===== src/rtl/arm_pkg.sv =====
// Shared definitions for the ARM condition/flag logic: condition codes, NZCV bit
// positions and the pending-flag state encoding.
package arm_pkg;

  localparam logic [3:0] COND_EQ = 4'h0;
  localparam logic [3:0] COND_NE = 4'h1;
  localparam logic [3:0] COND_CS = 4'h2;
  localparam logic [3:0] COND_CC = 4'h3;
  localparam logic [3:0] COND_MI = 4'h4;
  localparam logic [3:0] COND_PL = 4'h5;
  localparam logic [3:0] COND_VS = 4'h6;
  localparam logic [3:0] COND_VC = 4'h7;
  localparam logic [3:0] COND_HI = 4'h8;
  localparam logic [3:0] COND_LS = 4'h9;
  localparam logic [3:0] COND_GE = 4'hA;
  localparam logic [3:0] COND_LT = 4'hB;
  localparam logic [3:0] COND_GT = 4'hC;
  localparam logic [3:0] COND_LE = 4'hD;
  localparam logic [3:0] COND_AL = 4'hE;
  localparam logic [3:0] COND_NV = 4'hF;

  localparam int unsigned FLAG_N = 3;
  localparam int unsigned FLAG_Z = 2;
  localparam int unsigned FLAG_C = 1;
  localparam int unsigned FLAG_V = 0;

  typedef enum logic {
    ST_IDLE = 1'b0,
    ST_WAIT = 1'b1
  } state_e;

endpackage


===== src/rtl/arm_cond_eval.sv =====
// Combinational ARM condition-field evaluator: decides pass/fail of a 4-bit condition
// against an {N,Z,C,V} flag set. Shared with the branch unit.
module arm_cond_eval
  import arm_pkg::*;
(
  input  logic [3:0] cond_i,
  input  logic [3:0] nzcv_i,
  output logic       pass_o
);

  logic n, z, c, v;

  assign n = nzcv_i[FLAG_N];
  assign z = nzcv_i[FLAG_Z];
  assign c = nzcv_i[FLAG_C];
  assign v = nzcv_i[FLAG_V];

  always_comb begin
    pass_o = 1'b0;
    unique case (cond_i)
      COND_EQ: pass_o = z;
      COND_NE: pass_o = ~z;
      COND_CS: pass_o = c;
      COND_CC: pass_o = ~c;
      COND_MI: pass_o = n;
      COND_PL: pass_o = ~n;
      COND_VS: pass_o = v;
      COND_VC: pass_o = ~v;
      COND_HI: pass_o = c & ~z;
      COND_LS: pass_o = ~c | z;
      COND_GE: pass_o = (n == v);
      COND_LT: pass_o = (n != v);
      COND_GT: pass_o = ~z & (n == v);
      COND_LE: pass_o = z | (n != v);
      COND_AL: pass_o = 1'b1;
      COND_NV: pass_o = 1'b0;
    endcase
  end

endmodule


===== src/rtl/arm_cond_flag_unit.sv =====
// NZCV flag holder and issue interlock: evaluates instruction conditions, tracks one
// in-flight flag-setting instruction and absorbs the ALU flag writeback.
module arm_cond_flag_unit
  import arm_pkg::*;
#(
  parameter int unsigned ALU_LAT = 1
) (
  input  logic       clk_i,
  input  logic       reset_i,
  input  logic       issue_valid_i,
  output logic       issue_ready_o,
  input  logic [3:0] issue_cond_i,
  input  logic       issue_s_i,
  output logic       exec_valid_o,
  output logic       exec_pass_o,
  output logic       alu_cin_o,
  input  logic       alu_flags_valid_i,
  input  logic [3:0] alu_nzcv_i,
  input  logic       flag_wr_en_i,
  input  logic [3:0] flag_wr_data_i,
  output logic [3:0] flags_o,
  output logic       err_spurious_o
);

  localparam int unsigned CntW = 3;

  state_e          state_q, state_d;
  logic [3:0]      flags_q, flags_d;
  logic [CntW-1:0] cnt_q, cnt_d;
  logic            exec_valid_q, exec_pass_q, err_q;

  logic       pending, flag_ret, accept, pass, set_pend;
  logic [3:0] eff_nzcv;

  assign pending  = (state_q == ST_WAIT);
  assign flag_ret = alu_flags_valid_i & pending;
  // Returning flags are bypassed so a dependent instruction can issue in the release cycle.
  assign eff_nzcv = flag_ret ? alu_nzcv_i : flags_q;

  assign issue_ready_o = ~pending | alu_flags_valid_i;
  assign accept        = issue_valid_i & issue_ready_o;
  assign set_pend      = accept & issue_s_i & pass;

  arm_cond_eval u_cond_eval (
    .cond_i (issue_cond_i),
    .nzcv_i (eff_nzcv),
    .pass_o (pass)
  );

  always_comb begin
    state_d = state_q;
    flags_d = flags_q;
    cnt_d   = cnt_q;
    unique case (state_q)
      ST_IDLE: begin
        if (flag_wr_en_i) flags_d = flag_wr_data_i;
        if (set_pend) begin
          state_d = ST_WAIT;
          cnt_d   = CntW'(ALU_LAT);
        end
      end
      ST_WAIT: begin
        // Counter is observational only; a late ALU return simply keeps us waiting.
        if (cnt_q != '0) cnt_d = cnt_q - CntW'(1);
        if (alu_flags_valid_i) begin
          flags_d = alu_nzcv_i;
          state_d = ST_IDLE;
          cnt_d   = '0;
          if (set_pend) begin
            state_d = ST_WAIT;
            cnt_d   = CntW'(ALU_LAT);
          end
        end
      end
    endcase
  end

  always_ff @(posedge clk_i) begin
    if (reset_i) begin
      state_q      <= ST_IDLE;
      flags_q      <= '0;
      cnt_q        <= '0;
      exec_valid_q <= 1'b0;
      exec_pass_q  <= 1'b0;
      err_q        <= 1'b0;
    end else begin
      state_q      <= state_d;
      flags_q      <= flags_d;
      cnt_q        <= cnt_d;
      exec_valid_q <= accept;
      exec_pass_q  <= accept & pass;
      err_q        <= alu_flags_valid_i & ~pending;
    end
  end

  assign exec_valid_o   = exec_valid_q;
  assign exec_pass_o    = exec_pass_q;
  assign alu_cin_o      = flags_q[FLAG_C];
  assign flags_o        = flags_q;
  assign err_spurious_o = err_q;

endmodule


===== config.mk =====
export PLATFORM = sky130hd
export DESIGN_NAME = arm_cond_flag_unit
export DESIGN_NICKNAME = d
export VERILOG_FILES = /design/src/rtl/arm_pkg.sv /design/src/rtl/arm_cond_eval.sv /design/src/rtl/arm_cond_flag_unit.sv
export SDC_FILE = /design/constraint.sdc
export NUM_CORES = 1
export LEC_CHECK = 0
export ABC_CLOCK_PERIOD_IN_PS = 2800
export BUFFER_PORTS_ARGS = -buffer_cell sky130_fd_sc_hd__clkbuf_2
export CAP_MARGIN = 20
export CORE_AREA = 10 10 47 49
export DETAILED_ROUTE_END_ITERATION = 8
export DIE_AREA = 0 0 57 59
export PLACE_DENSITY = 0.74
export SLEW_MARGIN = 20
export SYNTH_ARGS = -nofsm -noshare
export SYNTH_HDL_FRONTEND = slang
export SYNTH_HIERARCHICAL = 1
export SYNTH_SLANG_ARGS = --single-unit

===== constraint.sdc =====
create_clock -name clk_i -period 2.8 [get_ports clk_i]
set_input_delay 0.14 -clock clk_i [delete_from_list [all_inputs] [get_ports clk_i]]
set_output_delay 0.14 -clock clk_i [all_outputs]
set_load 0.1 [all_outputs]

* Yosys cells after proc, flatten, opt, wreduce, memory -nomap -nowiden
Cells that the tools add are included.
** Storage, ports and cells
- Bits in registers :: 8
- Latch bits :: 0
- RAM bits :: 0
- Bits in read-only memories :: 0
- Output and inout bits :: 9
- Memories :: 0
** Operators by class
- Add/subtract/negate cells :: 0
- Multiply operators :: 0
- Div/mod/pow operators :: 0
- Order comparisons :: 0
- Equality and inequality tests :: 19
- Shift-type cells :: 0
- Mux-type cells :: 8
- Bitwise gates (word level) :: 16
- Reductions and logical operators :: 2
** Operators by type and width (count)
- $eq 4x4->1 const B :: 8
- $eq 4x3->1 const B :: 4
- $pmux 1 s16 :: 1
- $mux 4 :: 3
- $and 1x1->1 :: 8
- $eq 4x2->1 const B :: 2
- $pmux 4 s2 :: 1
- $not 1->1 :: 5
- $eq 4x1->1 const B :: 1
- $logic_not 4->1 :: 1
- $ne 2x2->1 const B :: 2
- $or 1x1->1 :: 3
- $mux 1 :: 2
- $pmux 1 s2 :: 1
- $reduce_and 2->1 :: 1
- $eq 1x1->1 :: 1
- $ne 1x1->1 :: 1

* Logic depth before layout (Yosys ltp)
- Depth after elaboration :: 9
- Mapped depth :: 10
- Depth with buffers taken out :: 9

* Hierarchy
The synthesis kept the hierarchy.
** By module, submodules not included
- arm_cond_flag_unit :: instances 1, cells each 37, area an instance 395.4 µm², sequential area each 160.2 µm²
- arm_cond_eval :: instances 1, cells each 23, area an instance 155.1 µm², sequential area each 0.0 µm²

* Worst setup path before layout
Ideal clock, no wire load.
- Kind :: register to register
- Start point :: register flags_q[0] (netlist: flags_o[0])
- End point :: register state_q (netlist: pending)
- Setup time :: 0.075 ns
- Data arrival time :: 2.388 ns
- Required time :: 2.725 ns
- Setup slack :: 0.337 ns
- Stages on the path, launching flop included :: 9
- Path buffers :: 0
- Cells stage by stage :: dfxtp_1 mux2_2 xor2_1 xor2_1 a2111oi_1 a311oi_1 o22ai_1 nand3_1 a21oi_1
** Between the ends
- Cells in the longest elaborated chain, start to end :: 8
- Elaborated cells between the ends (all ways) :: 11
** RTL lines
- start: declaration :: RTL line arm_cond_flag_unit.sv:28 : logic [3:0] flags_q, flags_d;
- start signal: assignment :: RTL line arm_cond_flag_unit.sv:88 : flags_q <= flags_d;
- $mux 4 (*) :: RTL line arm_cond_flag_unit.sv:38 : assign eff_nzcv = flag_ret ? alu_nzcv_i : flags_q;
- net eff_nzcv[0] :: RTL line arm_cond_flag_unit.sv:33 : logic [3:0] eff_nzcv;
- $ne 1x1->1 or $eq 1x1->1 (tied branches)
- $or 1x1->1 or $and 1x1->1 (tied branches) :: RTL line arm_cond_eval.sv:34, arm_cond_eval.sv:33
- $pmux 1 s16 (*) :: RTL line arm_cond_eval.sv:20 : unique case (cond_i)
- net pass :: RTL line arm_cond_flag_unit.sv:32 : logic pending, flag_ret, accept, pass, set_pend;
- $and 1x1->1 (*) :: RTL line arm_cond_flag_unit.sv:42 : assign set_pend = accept & issue_s_i & pass;
- $mux 1 (*) :: RTL line arm_cond_flag_unit.sv:57, arm_cond_flag_unit.sv:69
- $mux 1 :: RTL line arm_cond_flag_unit.sv:65 : if (alu_flags_valid_i) begin
- $pmux 1 s2 (*) :: RTL line arm_cond_flag_unit.sv:54 : unique case (state_q)
- end signal: assignment :: RTL line arm_cond_flag_unit.sv:87 : state_q <= state_d;
- end: declaration :: RTL line arm_cond_flag_unit.sv:27 : state_e state_q, state_d;
Mark *: on every way through the listed nets, which the timed path passes. The rest lies on a longest branch.
A chain may end at the register's enable or synchronous reset.

* Final worst setup path
- Start point :: register state_q (netlist: pending)
- End point :: register state_q (netlist: pending)
** Between the ends
- Cells in the longest elaborated chain, start to end :: 9
- Elaborated cells between the ends (all ways) :: 21
** RTL lines
- $and 1x1->1 (*) :: RTL line arm_cond_flag_unit.sv:36 : assign flag_ret = alu_flags_valid_i & pending;
- $mux 4 (*) :: RTL line arm_cond_flag_unit.sv:38
- net eff_nzcv[3] :: RTL line arm_cond_flag_unit.sv:33
- $ne 1x1->1 or $eq 1x1->1 (tied branches)
- $or 1x1->1 or $and 1x1->1 (tied branches) :: RTL line arm_cond_eval.sv:34, arm_cond_eval.sv:33
- $pmux 1 s16 (*) :: RTL line arm_cond_eval.sv:20
- net pass :: RTL line arm_cond_flag_unit.sv:32
- $and 1x1->1 (*) :: RTL line arm_cond_flag_unit.sv:42
- $mux 1 (*) :: RTL line arm_cond_flag_unit.sv:57, arm_cond_flag_unit.sv:69
- $mux 1 :: RTL line arm_cond_flag_unit.sv:65
- $pmux 1 s2 (*) :: RTL line arm_cond_flag_unit.sv:54
Marks and branches as above.

==> reports/qor.yml <==
status: "completed"
synth-edff-count: 0
crit_path_end_kind: "flip-flop"
pwr-share-clk: 0.240
fin_nets: 105
fin_setup_tns_ps: 0
diodes: 0
yosysWarningCount: 6
synth_cells: 60
die_w_um: 57
grt_pass1_wl_um: 2346
gp_congestion: 0.8618
num_vias: 533
setup_viol: 0
rows: 14
syn2layout_area_growth_pct: 26.59
synthFlopType: "dfxtp_1"
clkLatencyLatePin_ps: 260
route.detailed.drc: 0
wl_per_cell_um: 13.78
p_int_mw: 0.2175
dr.pass1.iters: 4
cts_tree: "done"
relSlewSlack: 0.6357
cts_resized: 0
grt-ovfl-total: 0
dp_slack_ps: 604.6
required_ps: 2990
cts_buffers: 3
power.net_switching_mw: 0.1616
dp_hpwl_um: 1142
switching_share: 0.4262
rsz0062_at_grt: "no"
drt_iter0_markers: 4
root_buffer: "clkbuf_4"
postCtsHoldBufs: 0
slew_violations: 0
comb_power_share: 0.425
dp.cells: 98
track_usage: 0.08752
synth_area_leader_cell: "dfxtp_1"
hold_violations: 0
grt_pass1_vias: 533
final_cell_count_no_fill: 101
p_leak_nw: 0.3123
power.total_mw: 0.3791
core_mm2: 0.001401
netlist.area_leader.share: 0.2909
cp-start-kind: "flip-flop"
multiInputGateArea_um2: 349.1
power_density_mw_per_mm2: 544.0
placed_cell_area_um2: 674.4
start_util: 0.3929
syn_area_um2: 550.5
synth_area_leaders: "dfxtp_1, a211oi_2, mux2i_1"
crit_path_max_fanout: 4
routed_via_density: 5.277
antenna_found_initial: 0
io_buffers: 26
drive_gt1_frac: 0.4588
cts_num_sinks: 8
design_area_um2: 696.9
dieArea_mm2: 0.003363
final_cell_mix: "clkbuf_2, dfxtp_1, nor2_1, mux2i_1"
seq_area_um2: 160.2
cts_setup_buffers: 0
path_clk_slew_ps: 50
layout_setup_ws_ps: 593.6
synth_cell_types: 26
ioPinCount: 27
peakVddDrop_mv: 0.2765
ant_nets: 0
synth-seq-cells: 8
crit_arrival_ps: 2400
crit_type: "flip-flop to flip-flop"
worst_pin_slew_ps: 548.7
seq_area_frac_synth: 0.2909
grt_max_degree: 9
hold_path.class: "primary input to flip-flop"
synth_fp_nets: 78
htree_num_levels: 1
avgSynthCellArea_um2: 9.175
layout_commonest_cell: "clkbuf_2"
synthArstFlopShare: 0
finalClockSkew_ps: 0.8947
final.period_utilization: 0.7880
fillCellCount: 150
power_frac_seq: 0.336
cts_buffer_depth: 2
max_freq_mhz: 453.2
cap_violations: 0
wl_um: 1392
die_y_um: 59
post-route-min-period_ps: 2206
-- cells by family after synthesis --
| logic type | after synthesis | synth area share |
|---|---|---|
| simple gates | 17 | 0.1591 |
| buf+inv | 7 | 0.07500 |
| flops | 8 | 0.2909 |
| compound gates | 14 | 0.2114 |
| xor+xnor | 4 | 0.06365 |
| mux | 10 | 0.2000 |
-- synthesized netlist by cell type (2+ instances only) --
library cell and count:
clkbuf_1 2, mux2_2 4, nand2_1 2, xor2_1 3, a21oi_1 4, buf_4 2, dfxtp_1 8, a211oi_2 4
inv_1 2, nor3b_1 2, mux2i_1 5, nor2_1 6, nor2b_1 2, nor3_1 2
-- metrics by stage --
stage                 util  hold slack (ps)
CTS                 0.4973            113.1
floorplan                -            258.3
finish              0.4973            111.9
detailed placement  0.4813            383.9
global route        0.4973            108.9
global placement    0.4813            384.3
-- area by class of cell --
type | count | share of cell area
multi-input cells | 45 | 0.5009
flip-flops and latches | 8 | 0.2298
repair buffers | 27 | 0.1975
clock buffers | 3 | 0.03232
well taps | 16 | 0.02873
inverters | 2 | 0.01077
-- per-layer routing --
layer / vias to the layer above / part of all wire / GRT usage
met5: - / 0 / 0
met4: 0 / 0.017 / 0.04027
met3: 5 / 0.093 / 0.05150
met2: 27 / 0.50 / 0.1411
met1: 233 / 0.39 / 0.08971
li1: 268 / - / -
-- flip-flops by register name (all words and copies together) (netlist names) --
name / flops
err_spurious_o: 1
exec_pass_o: 1
exec_valid_o: 1
flags_o: 4
pending: 1
-- critical path, cell delays in order (launching register included) --
cell       delay, ps
dfxtp_1          300
nand2_1          160
mux2_2           380
xor2_1           310
xor2_1           110
a2111oi_1        390
a311oi_1          80
o22ai_1          170
nand3_1          100
a21oi_1          140
-- path summary, 6_finish.rpt --
path | slack [ps] | depth (start not counted) | from | endpoint
worst min register to register | 550 | 2 | flags_o[3] | flags_o[3]
worst max-delay path | 590 | 9 | pending | pending
worst min-delay path | 110 | 3 | issue_valid_i | exec_pass_o
worst max register to register | 590 | 9 | pending | pending
-- power by group through the flow --
stage               registers (mW)  clock network (mW)  logic, mW
global placement             0.130                   0      0.159
detailed placement           0.130                   0      0.161
finish                       0.127              0.0909      0.161
CTS                          0.127              0.0929      0.162
floorplan                    0.186                   0     0.0759
global route                 0.128               0.106      0.173
No activity file was read; power rests on OpenSTA's default activity.
